`config.mk`:
```
export PLATFORM = sky130hd
export DESIGN_NAME = imm_gen_pipe
export DESIGN_NICKNAME = d
export VERILOG_FILES = /design/src/rtl/imm_gen_pkg.sv /design/src/rtl/imm_gen_pipe_decode.sv /design/src/rtl/imm_gen_pipe.sv
export SDC_FILE = /design/constraint.sdc
export NUM_CORES = 1
export LEC_CHECK = 0
export BUFFER_PORTS_ARGS = -buffer_cell sky130_fd_sc_hd__buf_4
export CORE_MARGIN = 5
export CORE_UTILIZATION = 45
export DETAILED_ROUTE_END_ITERATION = 16
export HOLD_SLACK_MARGIN = 0.1
export MAX_ROUTING_LAYER = met4
export PLACE_DENSITY = 0.72
export SLEW_MARGIN = 30
export SYNTH_ARGS = -nofsm -noshare
export SYNTH_HDL_FRONTEND = slang
export SYNTH_SLANG_ARGS = --single-unit
```
`constraint.sdc`:
```
create_clock -name i_clk -period 1.8 [get_ports i_clk]
set_clock_uncertainty 0.15 [all_clocks]
set_input_delay 0.18 -clock i_clk [delete_from_list [all_inputs] [get_ports i_clk]]
set_output_delay 0.18 -clock i_clk [all_outputs]
set_load 0.01 [all_outputs]
```
`src/rtl/imm_gen_pkg.sv`:
```
// Shared constants for the decode-stage immediate generator: format codes,
// RV opcodes and the skid-buffer occupancy encoding.
package imm_gen_pkg;

  localparam int unsigned INST_W = 32;
  localparam int unsigned FMT_W  = 3;
  localparam int unsigned OPC_W  = 7;

  // Format codes presented on o_fmt
  localparam logic [FMT_W-1:0] FMT_R   = 3'd0;
  localparam logic [FMT_W-1:0] FMT_I   = 3'd1;
  localparam logic [FMT_W-1:0] FMT_S   = 3'd2;
  localparam logic [FMT_W-1:0] FMT_B   = 3'd3;
  localparam logic [FMT_W-1:0] FMT_U   = 3'd4;
  localparam logic [FMT_W-1:0] FMT_J   = 3'd5;
  localparam logic [FMT_W-1:0] FMT_ILL = 3'd7;

  // Major opcodes recognised by the decoder
  localparam logic [OPC_W-1:0] OPC_OP_IMM = 7'b0010011;
  localparam logic [OPC_W-1:0] OPC_LOAD   = 7'b0000011;
  localparam logic [OPC_W-1:0] OPC_JALR   = 7'b1100111;
  localparam logic [OPC_W-1:0] OPC_SYSTEM = 7'b1110011;
  localparam logic [OPC_W-1:0] OPC_STORE  = 7'b0100011;
  localparam logic [OPC_W-1:0] OPC_BRANCH = 7'b1100011;
  localparam logic [OPC_W-1:0] OPC_LUI    = 7'b0110111;
  localparam logic [OPC_W-1:0] OPC_AUIPC  = 7'b0010111;
  localparam logic [OPC_W-1:0] OPC_JAL    = 7'b1101111;
  localparam logic [OPC_W-1:0] OPC_OP     = 7'b0110011;

  // Occupancy of the main/skid pair
  typedef enum logic [1:0] {
    EMPTY = 2'd0,
    ONE   = 2'd1,
    TWO   = 2'd2
  } state_e;

endpackage

```
`src/rtl/imm_gen_pipe_decode.sv`:
```
// Combinational immediate decoder: derives the format from the opcode and
// builds the sign-extended immediate (always extended from inst[31]).
module imm_decode
  import imm_gen_pkg::*;
#(
  parameter int unsigned XLEN = 32
) (
  input  logic [INST_W-1:0] inst,
  output logic [FMT_W-1:0]  fmt,
  output logic [XLEN-1:0]   imm,
  output logic              illegal
);

  logic signed [31:0] imm_i;
  logic signed [31:0] imm_s;
  logic signed [31:0] imm_b;
  logic signed [31:0] imm_u;
  logic signed [31:0] imm_j;
  logic signed [31:0] imm_sel;

  // Raw 32-bit immediates for every format; selection happens below
  assign imm_i = {{20{inst[31]}}, inst[31:20]};
  assign imm_s = {{20{inst[31]}}, inst[31:25], inst[11:7]};
  assign imm_b = {{19{inst[31]}}, inst[31], inst[7], inst[30:25], inst[11:8], 1'b0};
  assign imm_u = {inst[31:12], 12'b0};
  assign imm_j = {{11{inst[31]}}, inst[31], inst[19:12], inst[20], inst[30:21], 1'b0};

  // Opcode to format selection; unknown opcodes yield zero and flag illegal
  always_comb begin
    fmt     = FMT_ILL;
    imm_sel = '0;
    illegal = 1'b1;
    case (inst[6:0])
      OPC_OP_IMM, OPC_LOAD, OPC_JALR, OPC_SYSTEM: begin
        fmt     = FMT_I;
        imm_sel = imm_i;
        illegal = 1'b0;
      end
      OPC_STORE: begin
        fmt     = FMT_S;
        imm_sel = imm_s;
        illegal = 1'b0;
      end
      OPC_BRANCH: begin
        fmt     = FMT_B;
        imm_sel = imm_b;
        illegal = 1'b0;
      end
      OPC_LUI, OPC_AUIPC: begin
        fmt     = FMT_U;
        imm_sel = imm_u;
        illegal = 1'b0;
      end
      OPC_JAL: begin
        fmt     = FMT_J;
        imm_sel = imm_j;
        illegal = 1'b0;
      end
      OPC_OP: begin
        fmt     = FMT_R;
        imm_sel = '0;
        illegal = 1'b0;
      end
      default: begin
        fmt     = FMT_ILL;
        imm_sel = '0;
        illegal = 1'b1;
      end
    endcase
  end

  // Widen to XLEN; the signed source makes the cast sign-extend for RV64
  assign imm = XLEN'(imm_sel);

endmodule

```
`src/rtl/imm_gen_pipe.sv`:
```
// Registered, handshaked immediate generator with a 2-entry skid so o_ready
// can be a flop while sustaining one instruction per cycle.
// Optional feature macro: IMM_TARGET_EN adds o_target = o_pc + o_immediate.
module imm_gen_pipe
  import imm_gen_pkg::*;
#(
  parameter int unsigned XLEN = 32,
  parameter int unsigned PC_W = XLEN
) (
  input  logic              i_clk,
  input  logic              i_rst_n,
  input  logic              i_flush,
  input  logic              i_valid,
  output logic              o_ready,
  input  logic [INST_W-1:0] i_instruction,
  input  logic [PC_W-1:0]   i_pc,
  output logic              o_valid,
  input  logic              i_ready,
  output logic [XLEN-1:0]   o_immediate,
  output logic [FMT_W-1:0]  o_fmt,
  output logic              o_illegal,
  output logic [PC_W-1:0]   o_pc
`ifdef IMM_TARGET_EN
  ,
  output logic [PC_W-1:0]   o_target
`endif
);

  typedef struct packed {
    logic [XLEN-1:0]  imm;
    logic [FMT_W-1:0] fmt;
    logic             illegal;
    logic [PC_W-1:0]  pc;
`ifdef IMM_TARGET_EN
    logic [PC_W-1:0]  target;
`endif
  } entry_t;

  entry_t     in_e;
  entry_t     main_q;
  entry_t     skid_q;
  state_e     state_q;
  logic       valid_q;
  logic       ready_q;
  logic       accept;
  logic       emit;

  logic [FMT_W-1:0] dec_fmt;
  logic [XLEN-1:0]  dec_imm;
  logic             dec_illegal;

  imm_decode #(
    .XLEN (XLEN)
  ) u_decode (
    .inst    (i_instruction),
    .fmt     (dec_fmt),
    .imm     (dec_imm),
    .illegal (dec_illegal)
  );

  // Pack the decoded fields (and the branch/jump target) for storage
  always_comb begin
    in_e         = '0;
    in_e.imm     = dec_imm;
    in_e.fmt     = dec_fmt;
    in_e.illegal = dec_illegal;
    in_e.pc      = i_pc;
`ifdef IMM_TARGET_EN
    in_e.target  = i_pc + PC_W'(dec_imm);
`endif
  end

  assign accept = i_valid && ready_q;
  assign emit   = valid_q && i_ready;

  // Occupancy FSM plus main/skid storage; flush overrides every other event
  always_ff @(posedge i_clk or negedge i_rst_n) begin
    if (!i_rst_n) begin
      state_q <= EMPTY;
      valid_q <= 1'b0;
      ready_q <= 1'b1;
      main_q  <= '0;
      skid_q  <= '0;
    end else if (i_flush) begin
      state_q <= EMPTY;
      valid_q <= 1'b0;
      ready_q <= 1'b1;
    end else begin
      case (state_q)
        EMPTY: begin
          if (accept) begin
            main_q  <= in_e;
            state_q <= ONE;
            valid_q <= 1'b1;
          end
        end
        ONE: begin
          if (accept && emit) begin
            main_q <= in_e;
          end else if (accept) begin
            skid_q  <= in_e;
            state_q <= TWO;
            ready_q <= 1'b0;
          end else if (emit) begin
            state_q <= EMPTY;
            valid_q <= 1'b0;
          end
        end
        TWO: begin
          // No accept is possible here because o_ready is low
          if (emit) begin
            main_q  <= skid_q;
            state_q <= ONE;
            ready_q <= 1'b1;
          end
        end
        default: begin
          state_q <= EMPTY;
          valid_q <= 1'b0;
          ready_q <= 1'b1;
        end
      endcase
    end
  end

  assign o_ready     = ready_q;
  assign o_valid     = valid_q;
  assign o_immediate = main_q.imm;
  assign o_fmt       = main_q.fmt;
  assign o_illegal   = main_q.illegal;
  assign o_pc        = main_q.pc;
`ifdef IMM_TARGET_EN
  assign o_target    = main_q.target;
`endif

endmodule

```
# After elaboration in Yosys (flattened, before gate mapping)
# Index checks and enable logic that the tools add are counted.
totals:
  regBits: 140
  in_bits: 69
  out_inout_bits: 70
  word_cells: 75
op_classes:
  eq_ne: 24
  muxes: 25
  bitwise_logic: 2
  n_reduce_logical: 13
ops:
  columns: ["op", "n"]
  rows:
  - ["68-bit two-way mux", 3]
  - ["68-bit one-hot mux with 3 select lines", 1]
  - ["32-bit one-hot mux with 5 select lines", 1]
  - ["7-bit == test, second input constant", 4]
  - ["7-bit by 6-bit == test with 1-bit output, second input constant", 3]
  - ["3-bit inequality test, second input constant", 6]
  - ["3-bit one-hot mux with 6 select lines", 1]
  - ["7-bit by 5-bit == test with 1-bit output, second input constant", 2]
  - ["2-bit two-way mux", 6]
  - ["4-bit AND reduction", 3]
  - ["1-bit two-way mux", 10]
  - ["2-bit inequality test, second input constant", 5]
  - ["5-bit AND reduction", 2]
  - ["10-bit OR reduction", 1]
  - ["7-bit by 2-bit == test with 1-bit output, second input constant", 1]
  - ["1-bit one-hot mux with 3 select lines", 2]
  - ["2-bit one-hot mux with 3 select lines", 1]
  - ["4-bit inequality test, second input constant", 1]
  - ["4-bit OR reduction", 1]
  - ["1-bit logical AND", 3]
  - ["3-bit nonzero test", 1]
  - ["2-bit by 1-bit == test with 1-bit output, second input constant", 1]
  - ["2-bit == test, second input constant", 1]
  - ["2-bit logical NOT", 1]
  - ["other kinds (2)", 3]

# Longest topological paths before layout
# Gate-level depths: netlist of the first run.
depth:
  word_depth: 6
  depth_mapped: 7
  ltp_nobuf: 5

# Hierarchy
# From an unflattened synthesis of the first run, not the netlist that was laid out.
unflattened:
  hier_cells: 571
  area_unflattened_um2: 6595.1
by_module_without_submodules:
  columns: ["module", "n_inst", "cells_each", "area_per_inst_um2", "seq_area_each_um2"]
  rows:
  - ["imm_gen_pipe", 1, 467, 5919.4, 3504.6]
  - ["imm_decode", 1, 104, 675.6, 0.0]

# Least setup slack after synthesis of the first run
# Ideal clock, no wire load.
synth_timing:
  path_type: "flip-flop to flip-flop"
  start: "reg ready_q (netlist: o_ready)"
  end: "reg main_q (netlist bit o_pc[10])"
  setup_ps: 130
  arrival_ps: 1504
  required_ps: 1520
  slack_ps: 16
  path_stages_with_launch: 8
  n_path_buf: 3
  period_less_slack_ps: 1784
  path_cell_list: "dfstp_2 nand3b_4 a21oi_2 o21ba_2 buf_4 buf_6 buf_2 a31oi_1"
synth_via:
  elab_chain_len: 4
  elab_cells_between_ends: 5
  cone_classes: "eq/ne (2); reduce/logical (3)"
synth_rtl:
  columns: ["element", "line_no", "source"]
  rows:
  - ["start, declared", "imm_gen_pipe.sv:44", "logic ready_q;"]
  - ["start signal, assigned", "imm_gen_pipe.sv:81", "ready_q <= 1'b1;"]
  - ["start signal, assigned", "imm_gen_pipe.sv:87", "ready_q <= 1'b1;"]
  - ["start signal, assigned", "imm_gen_pipe.sv:103", "ready_q <= 1'b0;"]
  - ["1-bit logical AND (*)", "imm_gen_pipe.sv:73", "assign accept = i_valid && ready_q;"]
  - ["1-bit logical AND", "imm_gen_pipe.sv:98", "if (accept && emit) begin"]
  - ["2-bit inequality test (no source line)", null, null]
  - ["5-bit AND reduction (no source line) (*)", null, null]
  - ["end signal, assigned", "imm_gen_pipe.sv:92", "main_q <= in_e;"]
  - ["end signal, assigned", "imm_gen_pipe.sv:99", "main_q <= in_e;"]
  - ["end signal, assigned", "imm_gen_pipe.sv:112", "main_q <= skid_q;"]
  - ["end, declared", "imm_gen_pipe.sv:40", "entry_t main_q;"]
# Mark *: on every way between the ends. The rest lies on a longest branch, timed or not.
# A chain may end at the register's enable or synchronous reset.

# Final worst setup path of the first run
layout_timing:
  start: "reg ready_q (netlist: o_ready)"
  end: "reg main_q (netlist bit o_pc[13])"
# The elaborated chain is that of the path after synthesis.

==> reports/metrics.csv, run 1 <==
stage,metric,value,unit
critical_path,cell depth of the worst flop-to-flop path,7,
critical_path,"Cell Chain, Critical Path","nand3b_4, a21oi_4, o21ba_4, buf_12, clkbuf_16, nor2_2, a31oi_1",
critical_path,maximum fanout count along the critical path,7,
timing,final worst path period need,1.894,ns
yosys,number of warning messages in the yosys log,0,
power,worst voltage drop across the vdd grid,916.1,uV
routing,Initial DRC Count,625,
global_route,number of antenna violations at the first check in global routing,0,
cts,clock buffer count from CTS,17,
yosys,net count after synthesis,774,
timing,period utilisation layout,105.2,%
global_route,global-route wire length before repair,28.95,mm
routing,total wirelength of the detailed-routed design,20.01,mm
critical_path,startpoint of the lowest-slack register-to-register path,o_ready,
power,leakage power total,4.333,nW
routing,post-DR vias/cell,5.471,
timing,number of pins with negative max-slew slack in the final report,0,
floorplan,core region area,13880,sq um
finish,layout overhead on the synthesized area,49.48,%
timing,worst slew slack as a fraction of its limit,69.06,%
finish,"most common cell after layout, fill and taps aside",nand2_1,
place,half-perimeter wire length after placement,11.95,mm
critical_path,sum of buffers and inverters on the critical path,2,
cts,clock sink count,140,
global_route,pin count of the biggest net entering global routing,66,
place,quantity of I/O buffers inserted on ports,138,
yosys,Synth top area share,54.65,%
critical_path,cell family contributing the most delay on the critical path,compound AO/OA/AOI/OAI gates,
yosys,Netlist cell types,48,
global_route,via count of the first global-routing pass,5895,
cts,clock tree from TritonCTS,done,
finish,fillcell total,1011,
global_route,total global-route track usage,22.66,%
yosys,sequential share of the synthesized area,55.06,%
routing,post-detailed-route DRC marker count,0,
cts,Root Buffer Master,clkbuf_16,
cts,worst-skew pair later-pin latency,0.43,ns
yosys,cell area after synthesis,6365,sq um
job,number of violations of the max-capacitance limit,0,
routing,number of detailed-routing iterations run before antenna repair,6,
status,outcome,"complete, but fails checks",
timing,sum of negative setup slack,-0.8386,ns
yosys,average cell area after synthesis,9.028,sq um
yosys,Synth Flop Type,dfrtp_1,
yosys,library cell occupying the most area in the post-synthesis netlist,dfrtp_1,
place,routability-driven placement congestion ratio,0.8315,
floorplan,initial cell density of the core,45.85,%
place,Placed Area,7781,sq um
yosys,number of synthesized flops with an enable pin,0,
yosys,register bit total from synthesis,140,
cts,clock-pin slew on the worst setup and hold paths,0.06,ns
floorplan,overall die height,128.9,um
critical_path,endpoint of the lowest-slack register-to-register path,o_pc[13],
finish,fraction of final layout cells with drive strength greater than 1,30.70,%
critical_path,highest-delay cell along the critical path,dfstp_2,
timing,Final setup violation count,30,
cts,H-tree depth,4,
routing,routed wirelength normalized by instance count,17.69,um
timing,fin worst setup slack,-0.09394,ns
critical_path,Worst R2R Setup Slack,-0.09,ns
timing,highest achievable clock rate,528.0,MHz
critical_path,category of the most critical setup path,register to register,
critical_path,data arrival at the endpoint of the critical path,2.08,ns
finish,"commonest cells after routing, fill and taps aside","213 x nand2_1, 168 x buf_4, 138 x dfrtp_1",
floorplan,die width,128.9,um
floorplan,Die Area,16620,sq um
worst_hold_path,worst hold path class,input pin to asynchronous set/reset pin,
critical_path,stage delay of the slowest cell on the critical path,0.55,ns
global_route,global-route congestion overflow total,0,
status,violations in the final reports,negative setup slack,
routing,total via count in the routed design,6188,
yosys,top cells by area in the synthesized netlist,"dfrtp_1 55%, nand2_1 13%, nor2_1 5.8%, a31oi_1 3.6%, a211oi_2 2.4%",
yosys,share of synthesized flip-flops with an asynchronous set or reset,100.0,%
finish,antenna diode instance count,0,
timing,unrepaired setup endpoints after global routing,yes,
routing,Post-DRT Antenna Nets,0,
cts,clock buffer depth,2,
finish,final standard cell area without fillers,9514,sq um
floorplan,I/O pin count,139,
critical_path,Setup crit start kind,register,
floorplan,count of standard-cell rows,43,
critical_path,endpoint type of the worst setup path,register,
finish,total number of nets in the final design,1007,
timing,count of endpoints failing hold in the final timing report,0,
yosys,synthesized instance count,705,
timing,slew at the pin closest to its max-slew limit,0.4642,ns
power,power density over the cells,1335,nW/um^2
critical_path,required time reported for the critical path endpoint,1.99,ns
synth_stat cells, types with 6 or more instances:
master,number
nor3_1,16
inv_1,7
a31oi_1,37
o21ai_0,9
o2bb2ai_1,8
clkbuf_1,11
o21ai_1,18
nand2_1,214
a211oi_2,12
nand3_1,6
a22o_1,7
dfrtp_1,139
nor2_1,98
a221oi_1,6
buf_2,28
a21oi_1,30
registers in the layout, summed over array words and instances, names as in the netlist:
| name | cells |
|---|---|
| o_valid | 1 |
| o_immediate | 32 |
| o_ready | 1 |
| skid_q | 68 |
| o_pc | 32 |
| o_illegal | 1 |
| state_q | 2 |
| o_fmt | 3 |
power by group:
group          total [mW]  switching, mW  internal, mW
clock network        3.44           1.34          2.10
registers            5.30          0.864          4.43
logic                3.96           1.94          2.03
total                12.7           4.14          8.56
area by class of cell:
class | instances | area [sq um] | share of cell area [%]
Sequential cell | 140 | 3506 | 36.85
Inverter | 7 | 26.28 | 0.2762
Clock buffer | 21 | 460.4 | 4.840
Clock inverter | 11 | 118.9 | 1.249
Timing Repair Buffer | 259 | 2376 | 24.97
Tap cell | 180 | 225.2 | 2.367
Multi-Input combinational cell | 513 | 2801 | 29.45
per-layer routing:
metal | global-route usage [%] | vias up | wire (um)
met4 | 8.462 | 0 | 445
li1 | - | 2871 | -
met5 | - | - | 0
met2 | 35.24 | 301 | 10060
met1 | 29.06 | 2966 | 8063
met3 | 5.189 | 50 | 1441
worst max-delay path by stage:
stage	cells after the start	to	slack, ns	start
after floorplan	7	o_pc[10]	0.02	o_ready
after global placement	6	o_pc[8]	-0.03	o_ready
after detailed placement	6	o_pc[30]	-0.11	o_ready
after CTS	6	o_pc[30]	-0.06	o_ready
after global routing	7	o_pc[13]	-0.16	o_ready
final	7	o_pc[13]	-0.09	o_ready
per-stage QoR:
stage / util [%] / hold WS [ns] / worst slack (ns) / cells / power [mW]
after floorplan: - / -0.2656 / 0.01601 / 705 / 6.917
after global placement: 56.06 / -0.009042 / -0.03229 / 1013 / 8.504
after detailed placement: 56.06 / -0.004440 / -0.1123 / 1013 / 8.693
after CTS: 65.27 / 0.1062 / -0.06096 / 1113 / 12.29
after global routing: 68.54 / 0.1444 / -0.1561 / 1131 / 13.43
final: 68.54 / 0.1005 / -0.09394 / 1131 / 12.70
cell families after synthesis:
kind of cell	share of synthesized area, %
and+or+nand+nor	23.16
AOI/OAI and AO/OA	16.69
DFF	55.06
buffers and inverters	4.325
muxes	0.6291
xor gates and xnor gates	0.1376
timing repair:
item,4_1_cts,5_1_grt
endpoints found under the setup margin,52,120
hold endpoints to repair,271,0
pin swaps,0,15
resized for setup,5,59
hold buffers,65,0
buffers inserted,2,7
gates cloned,1,12
(Power assumes the default switching activity.)
==> run 2, diff against run 1 <==
--- a/config.mk
+++ b/config.mk
@@ -11,8 +11,10 @@
 export DETAILED_ROUTE_END_ITERATION = 16
 export HOLD_SLACK_MARGIN = 0.1
 export MAX_ROUTING_LAYER = met4
-export PLACE_DENSITY = 0.72
+export PLACE_DENSITY = 0.71
 export SLEW_MARGIN = 30
 export SYNTH_ARGS = -nofsm -noshare
 export SYNTH_HDL_FRONTEND = slang
+export SYNTH_HIERARCHICAL = 1
 export SYNTH_SLANG_ARGS = --single-unit
+export TNS_END_PERCENT = 5
==> run 2 against run 1 <==
  * The flow still finishes with violations (negative setup slack)
  * Sequential cell count stayed put
  * Combinational power is 5.8% higher
  * Design area is 0.41% lower
  * Worst hold slack better by 0.068 ns
  * Critical path type unchanged
  * Critical endpoint is now o_immediate[10]
  * Highest routed layer unchanged
==> reports/metrics.csv, run 2 <==
stage,metric,value,unit,change
timing,number of pins with negative max-slew slack in the final report,0,,unchanged
yosys,number of warning messages in the yosys log,6,,was 0
cts,clock-pin slew on the worst setup and hold paths,0.06,ns,about the same
finish,"most common cell after layout, fill and taps aside",buf_4,,was nand2_1
global_route,pin count of the biggest net entering global routing,49,,was 66
status,outcome,"complete, but fails checks",,unchanged
yosys,top cells by area in the synthesized netlist,"dfrtp_1 53%, mux2_2 12%, mux2i_1 10%, a21oi_1 5.9%, nor2_1 4.3%",,"was dfrtp_1 55%, nand2_1 13%, nor2_1 5.8%, a31oi_1 3.6%, a211oi_2 2.4%"
yosys,Netlist cell types,53,,was 48
global_route,via count of the first global-routing pass,5544,,was 5895
place,number of instances in the placed design,881,,was 1013
finish,antenna diode instance count,0,,unchanged
power,Total Power,12.63,mW,was 12.70 mW
finish,layout overhead on the synthesized area,43.67,%,was 49.48%
routing,post-detailed-route DRC marker count,0,,unchanged
worst_hold_path,worst hold path class,input pin to asynchronous set/reset pin,,unchanged
finish,area of combinational cells with multiple inputs,2930,sq um,was 2801 sq um
timing,slew at the pin closest to its max-slew limit,0.4943,ns,was 0.4642 ns
timing,highest achievable clock rate,542.2,MHz,was 528.0 MHz
power,leakage power total,4.263,nW,was 4.333 nW
yosys,net count after synthesis,640,,was 774
timing,final worst path period need,1.844,ns,was 1.894 ns
timing,period utilisation layout,102.5,%,was 105.2%
cts,clock buffer count from CTS,17,,unchanged
finish,final standard cell area without fillers,9475,sq um,was 9514 sq um
yosys,sequential share of the synthesized area,53.14,%,was 55.06%
critical_path,maximum fanout count along the critical path,11,,was 7
routing,total via count in the routed design,5367,,was 6188
cts,Root Buffer Master,clkbuf_16,,unchanged
finish,fillcell total,1098,,was 1011
yosys,synthesized instance count,571,,was 705
floorplan,initial cell density of the core,45.55,%,was 45.85%
place,quantity of I/O buffers inserted on ports,138,,unchanged
power,power density over the cells,1333,nW/um^2,was 1335 nW/um^2
finish,total number of nets in the final design,860,,was 1007
critical_path,endpoint of the lowest-slack register-to-register path,o_immediate[10],,was o_pc[13]
finish,Final Util,65.44,%,was 68.54%
critical_path,startpoint of the lowest-slack register-to-register path,state_q[0],,was o_ready
routing,Post-DRT Antenna Nets,0,,unchanged
global_route,global-route congestion overflow total,0,,unchanged
yosys,top-count cell post-synth,dfrtp_1,,was nand2_1
finish,fraction of final layout cells with drive strength greater than 1,40.22,%,was 30.70%
cts,clock sink count,140,,unchanged
finish,Finished Layout Cells,987,,was 1131
yosys,cell area after synthesis,6595,sq um,was 6365 sq um
finish,"commonest cells after routing, fill and taps aside","158 x buf_4, 138 x dfrtp_1, 68 x mux2_2, 68 x mux2i_1, 67 x a21oi_1",,"was 213 x nand2_1, 168 x buf_4, 138 x dfrtp_1"
floorplan,I/O pin count,139,,unchanged
power,worst voltage drop across the vdd grid,823.3,uV,was 916.1 uV
place,routability-driven placement congestion ratio,0.8420,,was 0.8315
critical_path,endpoint type of the worst setup path,register,,unchanged
critical_path,required time reported for the critical path endpoint,1.97,ns,was 1.99 ns
timing,worst hold slack after final layout,0.1682,ns,was 0.1005 ns
routing,number of detailed-routing iterations run before antenna repair,5,,was 6
timing,unrepaired setup endpoints after global routing,yes,,unchanged
global_route,number of antenna violations at the first check in global routing,0,,unchanged
status,violations in the final reports,negative setup slack,,unchanged
routing,routed wirelength normalized by instance count,18.70,um,was 17.69 um
finish,top register by number of flip-flops,skid_q,,unchanged
cts,H-tree depth,4,,unchanged
critical_path,Worst R2R Setup Slack,-0.04,ns,was -0.09 ns
critical_path,category of the most critical setup path,register to register,,unchanged
timing,fin worst setup slack,-0.04445,ns,was -0.09394 ns
yosys,share of synthesized flip-flops with an asynchronous set or reset,100.0,%,unchanged
critical_path,Setup crit start kind,register,,unchanged
global_route,total global-route track usage,21.23,%,was 22.66%
routing,total wirelength of the detailed-routed design,18.46,mm,was 20.01 mm
critical_path,data arrival at the endpoint of the critical path,2.02,ns,was 2.08 ns
finish,flip-flop count of the largest register after layout,68,,unchanged
yosys,Synth top area share,52.74,%,was 54.65%
floorplan,count of standard-cell rows,44,,was 43
cts,clock buffer depth,2,,unchanged
timing,worst slew slack as a fraction of its limit,66.61,%,was 69.06%
routing,Initial DRC Count,307,,was 625
yosys,register bit total from synthesis,140,,unchanged
yosys,average cell area after synthesis,11.55,sq um,was 9.028 sq um
floorplan,core region area,14480,sq um,was 13880 sq um
floorplan,Die Area,17180,sq um,was 16620 sq um
global_route,global-route wire length before repair,27.49,mm,was 28.95 mm
cts,clock tree from TritonCTS,done,,unchanged
place,Placed Area,7951,sq um,was 7781 sq um
floorplan,overall die height,131.1,um,was 128.9 um
routing,post-DR vias/cell,5.438,,was 5.471
yosys,Synth Flop Type,dfrtp_1,,unchanged
yosys,top post-synthesis cells by count,"139 x dfrtp_1, 78 x a21oi_1, 76 x nor2_1",,"was 214 x nand2_1, 139 x dfrtp_1, 98 x nor2_1"
timing,count of endpoints failing hold in the final timing report,0,,unchanged
floorplan,die width,131.1,um,was 128.9 um
job,number of violations of the max-capacitance limit,0,,unchanged
place,half-perimeter wire length after placement,10.75,mm,was 11.95 mm
yosys,number of synthesized flops with an enable pin,0,,unchanged
critical_path,cell depth of the worst flop-to-flop path,6,,was 7
yosys,library cell occupying the most area in the post-synthesis netlist,dfrtp_1,,unchanged
finish,area occupied by registers,3506,sq um,unchanged
timing,Final setup violation count,22,,was 30
cts,worst-skew pair later-pin latency,0.41,ns,was 0.43 ns
-- run 2: changes by cell type after synthesis, moves of 22 or more --
cell     before  now
mux2_2        0   68
nor2_1       98   76
nand2_1     214    9
mux2i_1       4   68
a31oi_1      37    2
a21oi_1      30   78
-- run 2: how the worst max path moves through the flow --
stage / start / to / depth (start not counted)
2_1_floorplan: i_instruction[2] / o_immediate[20] / 7
3_3_place_gp: i_instruction[2] / o_immediate[28] / 7
3_5_place_dp: i_instruction[2] / o_immediate[24] / 7
4_1_cts: state_q[0] / o_immediate[5] / 6
5_1_grt: state_q[0] / o_immediate[1] / 6
6_report: state_q[0] / o_immediate[10] / 6
-- run 2: timing repair --
item                       CTS  global route
setup endpoints to repair   54            91
resized for setup            9            26
pin swaps                    1             1
setup buffers                3             1
gates cloned                 2             9
hold buffers                60             0
hold endpoints to repair   263             0
-- run 2: stage by stage --
step                setup slack [ns]  setup TNS, ns
CTS                         -0.03800        -0.7261
floorplan                    0.06891              0
global placement             -0.1098         -1.141
finish                      -0.04445        -0.4155
global route                 -0.1152         -4.963
detailed placement           -0.1210         -1.874
-- run 2: report_power, final --
| part | total [mW] | internal, mW | switching, mW | leakage (nW) |
|---|---|---|---|---|
| registers | 5.12 | 4.36 | 0.757 | 1.68 |
| clock network | 3.32 | 2.07 | 1.25 | 0.275 |
| logic | 4.19 | 2.28 | 1.91 | 2.30 |
| total | 12.6 | 8.71 | 3.92 | 4.26 |
-- run 2: logic make-up (layout without fill, tap and decap cells) --
| logic type | count (synthesis) | after routing | share of synthesized area [%] |
|---|---|---|---|
| AOI/OAI and AO/OA | 124 | 124 | 11.29 |
| xor gates and xnor gates | 1 | 1 | 0.1328 |
| buffers and inverters | 46 | 278 | 4.250 |
| DFF | 140 | 140 | 53.14 |
| muxes | 136 | 136 | 21.93 |
| and+or+nand+nor | 124 | 124 | 9.258 |
-- run 2: worst max-delay path, stage by stage (launching register included) --
cell and delay (ns):
dfrtp_1 0.41, nand4b_1 0.26, a221oi_4 0.36, buf_6 0.22, buf_12 0.16, nor2_1 0.05
a21oi_1 0.14
-- run 2: area by class of cell --
type | count | share of cell area [%]
tap | 184 | 2.430
timing repair buffer | 241 | 23.44
inverter | 6 | 0.2377
multi-input combinational | 385 | 30.93
clock buffer | 25 | 5.335
clock inverter | 6 | 0.6338
sequential | 140 | 37.00
-- run 2: metal layers --
| layer | GRT usage [%] | routed length (um) | vias to the layer above | share of wire (%) |
|---|---|---|---|---|
| li1 | - | - | 2460 | - |
| met1 | 25.11 | 7422 | 2679 | 40 |
| met2 | 35.22 | 9373 | 185 | 51 |
| met3 | 4.335 | 1071 | 43 | 5.8 |
| met4 | 9.256 | 591 | 0 | 3.2 |
| met5 | - | 0 | - | 0 |
==> run 3, diff against run 2 <==
--- a/config.mk
+++ b/config.mk
@@ -5,13 +5,14 @@
 export SDC_FILE = /design/constraint.sdc
 export NUM_CORES = 1
 export LEC_CHECK = 0
+export ABC_AREA = 1
 export BUFFER_PORTS_ARGS = -buffer_cell sky130_fd_sc_hd__buf_4
 export CORE_MARGIN = 5
 export CORE_UTILIZATION = 45
 export DETAILED_ROUTE_END_ITERATION = 16
 export HOLD_SLACK_MARGIN = 0.1
 export MAX_ROUTING_LAYER = met4
-export PLACE_DENSITY = 0.71
+export PLACE_DENSITY = 0.7
 export SLEW_MARGIN = 30
 export SYNTH_ARGS = -nofsm -noshare
 export SYNTH_HDL_FRONTEND = slang
==> run 3 against run 2 <==
  * Critical path type unchanged
  * Global-route usage rose by 2.4 points
  * Non-clock buffer count fell by 1
  * Critical path depth did not move
  * Utilization fell by 4.1 points
  * The run now ends clean
  * Critical endpoint is now o_pc[10]
  * Combinational power fell by 1%
==> reports/metrics.csv, run 3 <==
stage,metric,value,unit,change
status,outcome,"finished, final reports clean",,"was complete, but fails checks"
yosys,top post-synthesis cells by count,"591 x nand2_1, 139 x dfrtp_1, 130 x nand3_1",,"was 139 x dfrtp_1, 78 x a21oi_1, 76 x nor2_1"
finish,Finished Layout Cells,1519,,was 987
place,routability-driven placement congestion ratio,0.9306,,was 0.8420
floorplan,I/O pin count,139,,unchanged
cts,clock sink count,140,,unchanged
routing,Post-DRT Antenna Nets,0,,unchanged
finish,top register by number of flip-flops,skid_q,,unchanged
power,power density over the cells,1228,nW/um^2,was 1333 nW/um^2
global_route,number of antenna violations at the first check in global routing,0,,unchanged
routing,routed wirelength normalized by instance count,14.83,um,was 18.70 um
yosys,cell area after synthesis,7647,sq um,was 6595 sq um
finish,"most common cell after layout, fill and taps aside",nand2_1,,was buf_4
routing,Initial DRC Count,596,,was 307
critical_path,required time reported for the critical path endpoint,1.95,ns,was 1.97 ns
yosys,Netlist cell types,22,,was 53
floorplan,Die Area,19700,sq um,was 17180 sq um
yosys,top cells by area in the synthesized netlist,"dfrtp_1 45%, nand2_1 29%, nand3_1 8.5%, nand4_1 5.6%, buf_2 2.7%",,"was dfrtp_1 53%, mux2_2 12%, mux2i_1 10%, a21oi_1 5.9%, nor2_1 4.3%"
yosys,Synth Flop Type,dfrtp_1,,unchanged
finish,flip-flop count of the largest register after layout,68,,unchanged
yosys,sequential share of the synthesized area,45.83,%,was 53.14%
timing,Final setup violation count,0,,was 22
critical_path,Setup crit start kind,register,,unchanged
critical_path,Worst R2R Setup Slack,0.12,ns,was -0.04 ns
global_route,via count of the first global-routing pass,7676,,was 5544
global_route,total global-route track usage,23.63,%,was 21.23%
power,Total Power,12.54,mW,was 12.63 mW
timing,period utilisation layout,93.56,%,was 102.5%
yosys,library cell occupying the most area in the post-synthesis netlist,dfrtp_1,,unchanged
timing,count of endpoints failing hold in the final timing report,0,,unchanged
finish,Final Util,61.36,%,was 65.44%
timing,slew at the pin closest to its max-slew limit,0.4591,ns,was 0.4943 ns
timing,number of pins with negative max-slew slack in the final report,0,,unchanged
yosys,share of synthesized flip-flops with an asynchronous set or reset,100.0,%,unchanged
place,half-perimeter wire length after placement,14.25,mm,was 10.75 mm
critical_path,startpoint of the lowest-slack register-to-register path,o_ready,,was state_q[0]
routing,total via count in the routed design,7871,,was 5367
timing,final worst path period need,1.684,ns,was 1.844 ns
cts,buffers inserted by post-CTS timing repair,0,,was 3
global_route,global-route wire length before repair,37.67,mm,was 27.49 mm
timing,sum of negative setup slack,0,ns,was -0.4155 ns
yosys,register bit total from synthesis,140,,unchanged
critical_path,maximum fanout count along the critical path,21,,was 11
finish,layout overhead on the synthesized area,33.52,%,was 43.67%
critical_path,endpoint of the lowest-slack register-to-register path,o_pc[10],,was o_immediate[10]
floorplan,initial cell density of the core,45.95,%,was 45.55%
place,number of instances in the placed design,1430,,was 881
cts,clock tree from TritonCTS,done,,unchanged
routing,total wirelength of the detailed-routed design,22.53,mm,was 18.46 mm
yosys,number of synthesized flops with an enable pin,0,,unchanged
finish,"commonest cells after routing, fill and taps aside","591 x nand2_1, 170 x buf_4, 138 x dfrtp_1",,"was 158 x buf_4, 138 x dfrtp_1, 68 x mux2_2, 68 x mux2i_1, 67 x a21oi_1"
yosys,number of warning messages in the yosys log,6,,unchanged
timing,highest achievable clock rate,593.8,MHz,was 542.2 MHz
floorplan,count of standard-cell rows,47,,was 44
cts,worst-skew pair later-pin latency,0.42,ns,was 0.41 ns
timing,worst slew slack as a fraction of its limit,69.39,%,was 66.61%
power,worst voltage drop across the vdd grid,736.9,uV,was 823.3 uV
yosys,average cell area after synthesis,6.896,sq um,was 11.55 sq um
routing,post-detailed-route DRC marker count,0,,unchanged
floorplan,core region area,16640,sq um,was 14480 sq um
routing,number of detailed-routing iterations run before antenna repair,5,,unchanged
yosys,Synth top area share,45.48,%,was 52.74%
finish,antenna diode instance count,0,,unchanged
floorplan,die width,140.4,um,was 131.1 um
timing,unrepaired setup endpoints after global routing,no,,was yes
power,leakage power total,5.905,nW,was 4.263 nW
floorplan,overall die height,140.4,um,was 131.1 um
finish,total number of nets in the final design,1357,,was 860
cts,clock buffer depth,2,,unchanged
global_route,pin count of the biggest net entering global routing,51,,was 49
worst_hold_path,worst hold path class,input pin to asynchronous set/reset pin,,unchanged
critical_path,startpoint of the worst setup timing path,o_ready,,was state_q[0]
critical_path,data arrival at the endpoint of the critical path,1.84,ns,was 2.02 ns
cts,Root Buffer Master,clkbuf_16,,unchanged
timing,worst hold slack after final layout,0.1026,ns,was 0.1682 ns
global_route,global-route congestion overflow total,0,,unchanged
cts,clock buffer count from CTS,17,,unchanged
yosys,synthesized instance count,1109,,was 571
place,quantity of I/O buffers inserted on ports,138,,unchanged
critical_path,crit path capture,o_pc[10],,was o_immediate[10]
cts,clock-pin slew on the worst setup and hold paths,0.06,ns,about the same
job,number of violations of the max-capacitance limit,0,,unchanged
critical_path,category of the most critical setup path,register to register,,unchanged
finish,fraction of final layout cells with drive strength greater than 1,17.86,%,was 40.22%
yosys,net count after synthesis,1178,,was 640
critical_path,cell depth of the worst flop-to-flop path,6,,unchanged
yosys,top-count cell post-synth,nand2_1,,was dfrtp_1
routing,post-DR vias/cell,5.182,,was 5.438
cts,H-tree depth,4,,unchanged
critical_path,endpoint type of the worst setup path,register,,unchanged
-- run 3: worst min path at each step --
stage,startpoint,to,slack (ns),cells after the start
2_1_floorplan,i_rst_n,o_fmt[0],-0.27,0
3_3_place_gp,i_rst_n,o_immediate[18],-0.02,1
3_5_place_dp,i_rst_n,o_immediate[18],-0.01,1
4_1_cts,i_instruction[15],skid_q[51],0.10,7
5_1_grt,i_instruction[15],skid_q[51],0.13,7
6_report,i_rst_n,o_immediate[18],0.10,2
-- run 3: routing by layer --
layer / GRT usage (%) / vias up / share of wire [%]
li1: - / 3887 / -
met1: 31.18 / 3687 / 44
met2: 37.93 / 268 / 48
met3: 3.681 / 29 / 6.2
met4: 6.884 / 0 / 1.3
met5: - / - / 0
-- run 3: kinds of logic after synthesis --
family                 count (synthesis)  synth area share (%)
and+or+nand+nor                      855                 46.91
DFF                                  140                 45.83
buffers and inverters                109                 6.806
AOI/OAI and AO/OA                      5                0.4581
-- run 3: power by group --
group	internal (mW)	switching [mW]	total [mW]
combinational	1.68	2.47	4.15
clock	2.38	1.30	3.68
sequential	4.14	0.569	4.71
-- run 3: through the flow --
| step | setup slack, ns | instance area (sq um) |
|---|---|---|
| after floorplan | 0.1527 | 7647 |
| after global placement | 0.07231 | 8997 |
| after detailed placement | 0.02329 | 8997 |
| after CTS | 0.1082 | 10210 |
| after global routing | 0.0001350 | 10210 |
| final | 0.1159 | 10210 |
-- run 3: worst max-delay path, stage by stage, from the launching register on --
cell,delay (ns)
dfstp_2,0.55
nand2_2,0.12
o21ai_4,0.22
nand3_2,0.13
buf_4,0.24
nand2_1,0.08
nand2_1,0.07
-- run 3: what timing repair did --
action                                 CTS  global route
setup endpoints to repair                0             2
endpoints found under the hold margin  230             0
gates resized for setup                  0             1
hold buffers                            59             0
-- run 3: area by class of cell --
cell class / count / area (sq um)
fillers: 1507 / 6431
multi-input cells: 860 / 3630
flip-flops and latches: 140 / 3506
repair buffers: 240 / 2069
clock buffers: 24 / 511.7
well taps: 220 / 275.3
inverters: 29 / 111.4
clock inverters: 6 / 107.6
